===== src/rtl/inst_buf_ctrl.sv =====
// Pointer/occupancy controller for the 32-entry fetch-to-decode instruction buffer.
// Optional perf counters are built when INST_BUF_CTRL_PERF_EN is defined.
//
// state | meaning
// IDLE  | buffer empty, waiting for a fetch bundle
// RUN   | entries present, room for a full bundle
// STALL | too full for a full bundle; decode keeps draining
// FLUSH | one-cycle drain after flush_i; nothing accepted or presented
module inst_buf_ctrl #(
  parameter int DEPTH = 32,
  parameter int PTR_W = 5,
  parameter int WR_W  = 8,
  parameter int RD_W  = 4
) (
  input  logic             clock,
  input  logic             reset,
  input  logic             flush_i,
  input  logic             fetch_vld_i,
  input  logic [WR_W-1:0]  fetch_mask_i,
  output logic             fetch_rdy_o,
  output logic             buf_wr_en_o,
  output logic [PTR_W-1:0] buf_wr_ptr_o,
  output logic [3:0]       buf_wr_cnt_o,
  output logic             dec_vld_o,
  input  logic             dec_rdy_i,
  output logic [PTR_W-1:0] buf_rd_ptr_o,
  output logic [2:0]       buf_rd_cnt_o,
  output logic [PTR_W:0]   buf_cnt_o,
  output logic             buf_full_o,
  output logic             buf_empty_o
`ifdef INST_BUF_CTRL_PERF_EN
  ,
  output logic [31:0]      perf_fetch_stall_o,
  output logic [31:0]      perf_dec_starve_o
`endif
);

  typedef enum logic [1:0] {S_IDLE, S_RUN, S_STALL, S_FLUSH} state_e;

  localparam logic [PTR_W:0]   CNT_TH = (PTR_W+1)'(DEPTH - WR_W);
  localparam logic [PTR_W+1:0] NXT_TH = (PTR_W+2)'(DEPTH - WR_W);
  localparam logic [PTR_W:0]   RD_MAX = (PTR_W+1)'(RD_W);

  state_e             state_q, state_d;
  logic [PTR_W-1:0]   wr_ptr_q, wr_ptr_d;
  logic [PTR_W-1:0]   rd_ptr_q, rd_ptr_d;
  logic [PTR_W:0]     cnt_q, cnt_d;
  logic [PTR_W+1:0]   cnt_sum;
  logic               wr_acc;
  logic [3:0]         wr_n;
  logic [2:0]         rd_avail;
  logic [2:0]         rd_n;

  // Non-thermometer masks are treated as popcount lanes starting at lane 0.
  function automatic logic [3:0] popcnt(input logic [WR_W-1:0] m);
    logic [3:0] c;
    c = '0;
    for (int i = 0; i < WR_W; i++) c = c + {3'b000, m[i]};
    return c;
  endfunction

  always_ff @(posedge clock or posedge reset) begin
    if (reset) state_q <= S_IDLE;
    else       state_q <= state_d;
  end

  always_comb begin
    state_d = state_q;
    if (flush_i) begin
      state_d = S_FLUSH;
    end else begin
      case (state_q)
        S_IDLE:  if (cnt_sum != '0) state_d = S_RUN;
        S_RUN: begin
          if (cnt_sum == '0)         state_d = S_IDLE;
          else if (cnt_sum > NXT_TH) state_d = S_STALL;
        end
        S_STALL: begin
          if (cnt_sum == '0)          state_d = S_IDLE;
          else if (cnt_sum <= NXT_TH) state_d = S_RUN;
        end
        S_FLUSH: state_d = S_IDLE;
        default: state_d = S_IDLE;
      endcase
    end
  end

  // Handshakes are held low while reset is asserted.
  always_comb begin
    fetch_rdy_o = !reset && !flush_i && (state_q != S_FLUSH) && (cnt_q <= CNT_TH);
    dec_vld_o   = !reset && !flush_i && (state_q != S_FLUSH) && (cnt_q != '0);
  end

  always_comb begin
    wr_acc       = fetch_vld_i && fetch_rdy_o;
    wr_n         = wr_acc ? popcnt(fetch_mask_i) : 4'd0;
    buf_wr_en_o  = wr_acc && (wr_n != 4'd0);
    buf_wr_cnt_o = wr_n;
    rd_avail     = (cnt_q < RD_MAX) ? cnt_q[2:0] : 3'(RD_W);
    buf_rd_cnt_o = dec_vld_o ? rd_avail : 3'd0;
    rd_n         = (dec_vld_o && dec_rdy_i) ? buf_rd_cnt_o : 3'd0;
    cnt_sum      = {1'b0, cnt_q} + (PTR_W+2)'(wr_n) - (PTR_W+2)'(rd_n);
  end

  always_comb begin
    if (flush_i) begin
      wr_ptr_d = '0;
      rd_ptr_d = '0;
      cnt_d    = '0;
    end else begin
      wr_ptr_d = wr_ptr_q + PTR_W'(wr_n);
      rd_ptr_d = rd_ptr_q + PTR_W'(rd_n);
      cnt_d    = cnt_sum[PTR_W:0];
    end
  end

  always_ff @(posedge clock or posedge reset) begin
    if (reset) begin
      wr_ptr_q <= '0;
      rd_ptr_q <= '0;
      cnt_q    <= '0;
    end else begin
      wr_ptr_q <= wr_ptr_d;
      rd_ptr_q <= rd_ptr_d;
      cnt_q    <= cnt_d;
    end
  end

  assign buf_wr_ptr_o = wr_ptr_q;
  assign buf_rd_ptr_o = rd_ptr_q;
  assign buf_cnt_o    = cnt_q;
  assign buf_full_o   = cnt_q > CNT_TH;
  assign buf_empty_o  = cnt_q == '0;

`ifdef INST_BUF_CTRL_PERF_EN
  logic [31:0] perf_stall_q, perf_starve_q;

  // Saturating; flush intentionally leaves them alone.
  always_ff @(posedge clock or posedge reset) begin
    if (reset) begin
      perf_stall_q  <= '0;
      perf_starve_q <= '0;
    end else begin
      if (fetch_vld_i && !fetch_rdy_o && (perf_stall_q != '1))
        perf_stall_q <= perf_stall_q + 32'd1;
      if (dec_rdy_i && !dec_vld_o && (perf_starve_q != '1))
        perf_starve_q <= perf_starve_q + 32'd1;
    end
  end

  assign perf_fetch_stall_o = perf_stall_q;
  assign perf_dec_starve_o  = perf_starve_q;
`endif

endmodule


===== config.mk =====
export PLATFORM = sky130hd
export DESIGN_NAME = inst_buf_ctrl
export DESIGN_NICKNAME = d
export VERILOG_FILES = /design/src/rtl/inst_buf_ctrl.sv
export SDC_FILE = /design/constraint.sdc
export NUM_CORES = 1
export LEC_CHECK = 0
export BUFFER_PORTS_ARGS = -buffer_cell sky130_fd_sc_hd__buf_4
export CAP_MARGIN = 20
export CORE_MARGIN = 3
export CORE_UTILIZATION = 50
export CTS_CLUSTER_SIZE = 10
export DETAILED_ROUTE_END_ITERATION = 7
export GPL_ROUTABILITY_DRIVEN = 0
export HOLD_SLACK_MARGIN = 0.03
export PLACE_DENSITY = 0.72
export SETUP_SLACK_MARGIN = 0.4
export SLEW_MARGIN = 20
export SYNTH_ARGS = -nofsm -noshare
export SYNTH_HDL_FRONTEND = slang
export SYNTH_SLANG_ARGS = --single-unit

===== constraint.sdc =====
create_clock -name clock -period 4.7 [get_ports clock]
set_input_delay 0.47 -clock clock [delete_from_list [all_inputs] [get_ports clock]]
set_output_delay 0.47 -clock clock [all_outputs]
set_load 0.005 [all_outputs]

### After elaboration in Yosys (flattened, before gate mapping)

Cells that the tools add are included.

| storage, ports and cells | value |
|---|---|
| flip-flop bits (word level) | 18 |
| input port bits | 13 |
| output and inout bits | 28 |

| cells by class | value |
|---|---|
| add/sub/neg operators | 11 |
| order comparisons | 5 |
| eq/ne operators | 7 |
| muxes and demuxes | 14 |
| reduce and logical (&&, ||, !) cells | 16 |

Operator list:

| operator | count |
|---|---|
| $add A4 B1 Y4 | 4 |
| $mux W2 | 6 |
| $mux W5 | 2 |
| $mux W3 | 3 |
| $ne A4 B4 Y1 const B | 2 |
| $pmux W2 S4 | 1 |
| $add A6 B4 Y7 | 1 |
| $gt A7 B5 Y1 const B | 1 |
| $le A7 B5 Y1 const B | 1 |
| $logic_and A1 B1 Y1 | 7 |
| $logic_not A7 Y1 | 1 |
| $reduce_bool A7 Y1 | 1 |
| $sub A7 B3 Y7 | 1 |
| $gt A6 B5 Y1 const B | 1 |
| $le A6 B5 Y1 const B | 1 |
| $logic_not A6 Y1 | 1 |
| $lt A6 B3 Y1 const B | 1 |
| $mux W6 | 1 |
| $reduce_bool A6 Y1 | 1 |
| $add A5 B3 Y5 | 1 |
| $add A5 B4 Y5 | 1 |
| $add A3 B1 Y4 | 1 |
| $eq A2 B2 Y1 const B | 2 |
| $mux W4 | 1 |
| 9 further kinds | 10 |

### Depth between registers and ports, before layout

Gate-level depths: netlist (run 1).

| depth | value |
|---|---|
| depth in word-level cells | 15 |
| depth in mapped cells | 17 |

### Worst setup path before layout (run 1)

OpenSTA, ideal clock, no wires.

| path | value |
|---|---|
| path kind | input -> register |
| from | input port fetch_mask_i[0] |
| to | register state_q[1] |
| library setup time | 0.118 ns |
| data arrival time | 5.071 ns |
| data required time | 4.582 ns |
| slack | -0.489 ns |
| stages on the path | 17 |
| path buffers | 0 |
| cells stage by stage | inv_1 -> fa_1 -> fa_1 -> fa_1 -> inv_1 -> ha_1 -> fa_1 -> and3_1 -> inv_1 -> fa_1 -> inv_1 -> fa_1 -> a211o_1 -> a2111oi_0 -> nand3b_1 -> o211ai_1 -> a21o_1 |

| on the way | value |
|---|---|
| longest elaborated chain between the ends | 14 |
| elaborated cells on any way between the ends | 22 |
| those cells by class | add/sub: 9; order compare: 2; eq/ne: 3; mux: 5; reduce/logical: 3 |

RTL lines:

| element | RTL line | text |
|---|---|---|
| from (decl) | 19 | `input logic [WR_W-1:0] fetch_mask_i,` |
| $add A1 B1 Y2 (*) | 58 | `for (int i = 0; i < WR_W; i++) c = c + {3'b000, m[i]};` |
| $add A2 B1 Y3 (*) | 58 |  |
| $add A3 B1 Y4 (*) | 58 |  |
| $add A4 B1 Y4 (*) (4 in a row) | 58 |  |
| $mux W4 (*) | 96 | `wr_n = wr_acc ? popcnt(fetch_mask_i) : 4'd0;` |
| via buf_wr_cnt_o[1] | 23 | `output logic [3:0] buf_wr_cnt_o,` |
| $add A6 B4 Y7 (*) | 102 | `cnt_sum = {1'b0, cnt_q} + (PTR_W+2)'(wr_n) - (PTR_W+2)'(rd_n);` |
| $sub A7 B3 Y7 (*) | 102 |  |
| parallel branches: the longest is 4 deep, another holds $le A7 B5 Y1 | n/a |  |
| to (signal assigned) | 64 | `else state_q <= state_d;` |
| to (decl) | 44 | `state_e state_q, state_d;` |

Mark *: on every way through the listed nets, which the timed path passes.
A chain may end at the register's enable or synchronous reset.

### Worst setup path in the final report (run 1)

| path | value |
|---|---|
| from | input port fetch_mask_i[0] |
| to | register state_q[1] |

| on the way | value |
|---|---|
| longest elaborated chain between the ends | 14 |
| elaborated cells on any way between the ends | 22 |
| those cells by class | add/sub: 9; order compare: 2; eq/ne: 3; mux: 5; reduce/logical: 3 |

RTL lines:

| element | RTL line |
|---|---|
| $add A1 B1 Y2 (*) | 58 |
| $add A2 B1 Y3 (*) | 58 |
| $add A3 B1 Y4 (*) | 58 |
| $add A4 B1 Y4 (*) (4 in a row) | 58 |
| $mux W4 (*) | 96 |
| $add A6 B4 Y7 (*) | 102 |
| $sub A7 B3 Y7 (*) | 102 |
| parallel branches: the longest is 4 deep, another holds $le A7 B5 Y1 | n/a |

Every way passes the cells marked *.

==> summary.md, run 1 <==
| Metric | Value |
|---|---|
| First-pass GRT wire length | `6870 um` |
| Status | `finished with violations` |
| P&R area growth vs syn | `35.9%` |
| Vias in the first global route | `1,542` |
| Tightest Hold Check Type | `in2async` |
| DRT Wirelength | `3870 um` |
| FP Rows | `19` |
| Ratio of cells with drive above 1 in the final layout | `0.336` |
| Peak VDD IR | `about 0.54 mV` |
| Crit path DAT | `5.01 ns` |
| 1st-pass router iterations | `4` |
| CTS tree | `yes` |
| Lkg Pwr | `approximately 1.2 nW` |
| Beginning of the worst register-to-register path | `buf_cnt_o[5]` |
| H-Tree Depth | `1` |
| Crit Path Class | `in2reg` |
| Setup Skew | `roughly 0.001 ns` |
| Main flop type after synthesis | `dfrtp_1` |
| CTS root buf | `clkbuf_4` |
| DR WL/cell | `between 10 and 15 um` |
| Post-synth EDFFs | `0` |
| Unique masters post-synth | `35` |
| Clk buf depth | `2` |
| Reg clk slew, reported paths | `around 0.09 ns` |
| Hold slack final | `0.293 ns` |
| Reg2Reg Setup Slack | `0.95 ns` |
| Maximum number of pins on one net before global-route repair | `21` |
| Antenna Violating Nets Remaining | `0` |
| Crit-path cells | `buf_6 -> inv_2 -> fa_1 -> fa_1 -> fa_1 -> inv_1 -> ha_2 -> fa_1 -> and3_4 -> inv_2 -> fa_1 -> inv_2 -> fa_2 -> a211o_1 -> a2111oi_2 -> nand3b_1 -> o211ai_1 -> a21o_1` |
| Yosys warning count | `0` |
| Core Box Area | `2900 sq um` |
| DIE AREA | `3910 sq um` |
| Dpl hpwl | `about 3200 um` |
| Final Net Count | `about 280` |
| Area occupied by multi-input gates | `1090 sq um` |
| Fin util | `0.749` |
| Worst EP required | `4.89 ns` |
| Failing checks | `negative setup slack` |
| CP max stage cell | `fa_1` |
| Ant diodes | `0` |
| Tmin final | `a little under 5 ns` |
| Via density | `between 5 and 6` |
| Headroom to the max-slew limit | `0.535` |
| GRT overflow | `0` |
| Fillers | `approximately 240` |
| Synth top area share | `0.282` |
| Final Hold Vio Count | `0` |
| Mapped Nets | `roughly 220` |
| DR vias | `about 1,400` |
| Max-cap violations | `0` |
| Pwr dens | `~480 nW/um^2` |
| Critical Path Start | `fetch_mask_i[0]` |
| Yosys reg bits | `18` |
| Commonest cells in the netlist | `inv_1 (27), nor2_1 (23), ha_1 (20)` |
| Cts bufs inserted | `3` |
| Final setup fails | `2` |
| Most frequent CP cell | `fa_1` |
| Setup_tns | `-0.210 ns` |
| Clock Latency Late Sink | `0.29 ns` |
| Worst R2R End | `state_q[1]` |
| Crit-path max cell delay | `0.56 ns` |
| Post-Syn Area per Cell | `between 9 and 10 sq um` |
| Die height | `62.6 um` |
| Final Max Slew Viols | `0` |
| Boundary pin count | `a little over 40` |
| GR Util All Layers | `0.216` |
| Max frequency | `approximately 210 MHz` |
| RSZ-0062 raised after global routing | `true` |
| Tightest Pin Transition | `about 0.70 ns` |
| Most common cell in the netlist | `inv_1` |
| DR iter-0 viols | `just under 60` |
| Setup ws final | `-0.125 ns` |
| Initial core utilization | `0.551` |
| Startpoint Class | `input pin` |
| Die X | `around 63 um` |
| Port buffer count | `40` |
| Final worst-path cycle share | `1.03` |
| Initial antenna violation count | `0` |
| Reg2reg path depth | `15` |
| Synth top area cells | `dfrtp_1 (28%), ha_1 (16%), fa_1 (11%), inv_1 (6.3%), nor2_1 (5.4%)` |
| Post-synthesis async set-or-reset flop share | `1.00` |
| Sink Count | `18` |
| Post-synth top area cell | `dfrtp_1` |
| FF/Latch Area | `450 sq um` |
| Mapped cell area | `roughly 1600 sq um` |
| Crit path max fanout | `3` |
| Seq/Total Area, Yosys | `0.282` |
| CP Capture Type | `register` |
| DRC | `0` |
| Mapped Cells | `between 150 and 200` |
-- cells by family (layout without fill, tap and decap cells) --
kind of cell / Yosys count / count (layout) / share of synthesized area
AND/OR/NAND/NOR: 57 / 57 / 0.182
AO/OA/AOI/OAI: 32 / 32 / 0.144
adder cells (fa/ha/maj): 29 / 29 / 0.269
buffers and inverters: 29 / 89 / 0.0681
flip-flops: 18 / 18 / 0.282
XOR/XNOR: 10 / 10 / 0.0548
-- layer usage --
metal | GRT usage | routed length [um]
met1 | 0.246 | 1590
met2 | 0.397 | 2040
met3 | 0.0522 | 170
met4 | 0.0606 | 63
met5 | 0 | 0
-- layout by cell type, fill, tap and decap left out, types with 2 or more instances in the layout --
cell	synthesis	final
a211oi_1	2	2
a21o_1	5	5
a21oi_1	8	8
and3_1	6	5
buf_4	0	57
buf_6	0	2
clkbuf_4	0	3
dfrtp_1	18	18
fa_1	9	8
ha_1	20	19
inv_1	27	22
inv_2	0	4
nand2_1	6	6
nand3_1	4	4
nor2_1	23	22
nor2b_1	7	7
nor3_1	3	3
nor4_1	2	2
o211ai_1	3	3
o21a_1	2	2
o21ai_2	1	2
xnor2_1	5	4
xor2_1	5	5
-- report_power, final --
part | switching (mW) | internal, mW
sequential | 0.0291 | 0.181
combinational | 0.367 | 0.399
clock | 0.0447 | 0.0298
total | 0.441 | 0.610
-- state kept, by name, indices dropped and copies added, names as in the netlist --
register      cells
state_q           2
buf_rd_ptr_o      5
buf_cnt_o         6
buf_wr_ptr_o      5
-- through the flow --
step	power, mW	setup WS [ns]	cell area, sq um	cells
6_report	1.05	-0.125	2170	277
5_1_grt	1.16	-0.301	2170	277
4_1_cts	1.02	-0.151	2150	276
3_5_place_dp	0.902	-0.607	2100	271
3_3_place_gp	0.879	-0.489	2100	271
2_1_floorplan	0.642	-0.285	1630	175
-- final cells by class --
class | count | area share
inverter | 27 | 0.0501
timing repair buffer | 59 | 0.207
multi-input combinational | 128 | 0.501
clock buffer | 3 | 0.0104
sequential | 18 | 0.207
tap | 42 | 0.0242
-- worst max-delay path, delay by kind of cell --
kind	cells	cell delay, ns
buffers and inverters	5	0.24
AND/OR/NAND/NOR	2	0.38
adder cells (fa/ha/maj)	7	3.04
AO/OA/AOI/OAI	4	0.90
-- repair_timing --
action | CTS | global route
hold buffers | 0 | 0
setup endpoints to repair | 6 | 6
pin swaps | 7 | 3
hold endpoints to repair | 0 | 0
resized for setup | 5 | 5
setup buffers | 2 | 1
-- how the worst max path moves through the flow --
stage	end	slack (ns)	depth (start not counted)
5_1_grt	state_q[1]	-0.30	18
3_3_place_gp	state_q[1]	-0.49	18
6_report	state_q[1]	-0.13	18
2_1_floorplan	state_q[1]	-0.29	17
4_1_cts	state_q[1]	-0.15	18
3_5_place_dp	state_q[1]	-0.61	18
(Power assumes the default switching activity.)
==> run 2: changes to the inputs <==
--- a/config.mk
+++ b/config.mk
@@ -6,9 +6,8 @@
 export NUM_CORES = 1
 export LEC_CHECK = 0
 export BUFFER_PORTS_ARGS = -buffer_cell sky130_fd_sc_hd__buf_4
-export CAP_MARGIN = 20
 export CORE_MARGIN = 3
-export CORE_UTILIZATION = 50
+export CORE_UTILIZATION = 48
 export CTS_CLUSTER_SIZE = 10
 export DETAILED_ROUTE_END_ITERATION = 7
 export GPL_ROUTABILITY_DRIVEN = 0
==> constraint.sdc (replaced) <==
create_clock -name clock -period 4.4 [get_ports clock]
set_input_delay 0.44 -clock clock [delete_from_list [all_inputs] [get_ports clock]]
set_output_delay 0.44 -clock clock [all_outputs]
set_load 0.005 [all_outputs]
==> summary.md, run 2 (synthesis results as in run 1) <==
| Metric | Value |
|---|---|
| Status | `finished with violations` |
| Failing checks | `negative setup slack` |
| Hold slack final | `0.258 ns` |
| Final worst-path cycle share | `1.08` |
| # hold bufs at CTS | `0` |
| DIE AREA | `between 4000 and 5000 sq um` |
| Antenna Violating Nets Remaining | `0` |
| FP Rows | `20` |
| Lkg Pwr | `about 1.2 nW` |
| Setup ws final | `-0.356 ns` |
| Ratio of cells with drive above 1 in the final layout | `0.375` |
| Tmin final | `roughly 4.8 ns` |
| Ant diodes | `0` |
| Clk buf depth | `2` |
| Final Hold Vio Count | `0` |
| Most frequent cells in the layout | `buf_4 (60), inv_1 (22), nor2_1 (21)` |
| Beginning of the worst register-to-register path | `buf_cnt_o[5]` |
| Sink Count | `18` |
| Max frequency | `between 200 and 250 MHz` |
| Peak VDD IR | `roughly 0.5 mV` |
| Final setup fails | `5` |
| Reg clk slew, reported paths | `approximately 0.10 ns` |
| Most common cell after layout, fill and taps aside | `buf_4` |
| Logic gate share of total power | `0.748` |
| Via density | `about 5.2` |
| Boundary pin count | `41` |
| DR vias | `between 1,000 and 1,500` |
| 1st-pass router iterations | `4` |
| Placed Cells | `274` |
| Maximum number of pins on one net before global-route repair | `21` |
| Crit path DAT | `4.98 ns` |
| Net Sw Frac | `0.421` |
| Pwr dens | `between 500 and 600 nW/um^2` |
| Worst R2R End | `state_q[0]` |
| M1 GR Usage | `0.254` |
| Most frequent CP cell | `fa_1` |
| Final Max Slew Viols | `0` |
| H-Tree Depth | `1` |
| Part of the power in registers | `0.184` |
| Setup Skew | `between 0.002 and 0.0025 ns` |
| CP top delay family | `adder cells` |
| DRC | `0` |
| Reg2Reg Setup Slack | `roughly 0.55 ns` |
| Worst EP required | `approximately 4.6 ns` |
| Bufs and invs on worst path | `5` |
| Vias in the first global route | `1,562` |
| DP Worst Slack | `-0.893 ns` |
| Core Box Area | `roughly 3100 sq um` |
| Crit path max fanout | `3` |
| GR Util All Layers | `0.217` |
| Cts bufs inserted | `3` |
| Crit Path Class | `in2reg` |
| Startpoint Class | `input pin` |
| CTS tree | `yes` |
| Headroom to the max-slew limit | `0.538` |
| Met2 usage | `0.385` |
| Port buffer count | `40` |
| Clk network pwr share | `0.067` |
| Clock Latency Late Sink | `0.29 ns` |
| GRT overflow | `0` |
| Die X | `between 60 and 70 um` |
| First-pass GRT wire length | `around 7000 um` |
| RSZ-0062 raised after global routing | `true` |
| DR iter-0 viols | `44` |
| CTS root buf | `clkbuf_4` |
| Final Net Count | `around 280` |
| Crit-path cells | `buf_8 -> inv_4 -> fa_1 -> fa_1 -> fa_1 -> inv_2 -> ha_4 -> fa_1 -> and3_4 -> inv_2 -> fa_1 -> inv_2 -> fa_2 -> a211o_1 -> a2111oi_2 -> nand3b_1 -> o2111ai_1 -> a2bb2oi_2` |
| Finished Layout Cells | `between 200 and 300` |
| Max-cap violations | `0` |
| P&R area growth vs syn | `42.6%` |
| Psw | `515 uW` |
| Largest register FFs | `6` |
| Initial antenna violation count | `0` |
| Cell internal pwr | `707 uW` |
| Dpl hpwl | `around 3300 um` |
| CP max stage cell | `fa_1` |
| Global route hottest layer | `met2` |
| Tightest Hold Check Type | `in2async` |
| Die height | `around 64 um` |
| Met3 usage in global routing | `0.0535` |
| Reg2reg path depth | `15` |
| Fin util | `0.735` |
| Crit-path max cell delay | `roughly 0.55 ns` |
| Tightest Pin Transition | `approximately 0.69 ns` |
| Initial core utilization | `0.515` |
| DRT Wirelength | `4170 um` |
| Fillers | `253` |
| DR WL/cell | `approximately 15 um` |
| CP Capture Type | `register` |
| Setup_tns | `-1.02 ns` |
==> run 2: changes by cell type in the layout (fill, tap and decap cells not counted), sizes merged <==
cell	previous run	this run
buf	59	64
==> run 2: power by group through the flow <==
stage	clock network, mW	registers (mW)	logic [mW]
after floorplan	0	0.222	0.463
after global placement	0	0.226	0.710
after detailed placement	0	0.228	0.732
after CTS	0.0824	0.225	0.828
after global routing	0.0884	0.231	1.01
final	0.0820	0.225	0.914
==> run 2: worst max-delay path by stage <==
stage / cells after the start / endpoint / slack, ns / from
5_1_grt: 18 / state_q[1] / -0.52 / fetch_mask_i[0]
3_3_place_gp: 18 / state_q[1] / -0.77 / fetch_mask_i[3]
2_1_floorplan: 17 / state_q[1] / -0.56 / fetch_mask_i[3]
6_report: 18 / state_q[0] / -0.36 / fetch_mask_i[0]
4_1_cts: 18 / state_q[0] / -0.35 / fetch_mask_i[0]
3_5_place_dp: 18 / state_q[0] / -0.89 / fetch_mask_i[3]
==> run 2: metrics by stage <==
stage               cell area (sq um)  power, mW
global placement                 2110      0.937
finish                           2280       1.22
global route                     2280       1.33
floorplan                        1630      0.685
detailed placement               2110      0.960
CTS                              2230       1.14
==> run 2: timing repair <==
action,4_1_cts,5_1_grt
gates resized for setup,12,10
pin swaps,12,8
setup buffers,5,2
endpoints found under the setup margin,7,7
==> run 2: cell type report <==
type	instances	area, sq um	share of cell area
clock buffer	3	22.5	0.00987
multi-input combinational	128	1140	0.501
tap	44	55.1	0.0241
inverter	27	111	0.0488
timing repair buffer	64	499	0.219
sequential	18	450	0.197
==> run 2: per-layer routing <==
metal | share of wire | wire [um]
met2 | 0.52 | 2160
met4 | 0.015 | 63
met3 | 0.057 | 237
met5 | 0 | 0
met1 | 0.41 | 1700
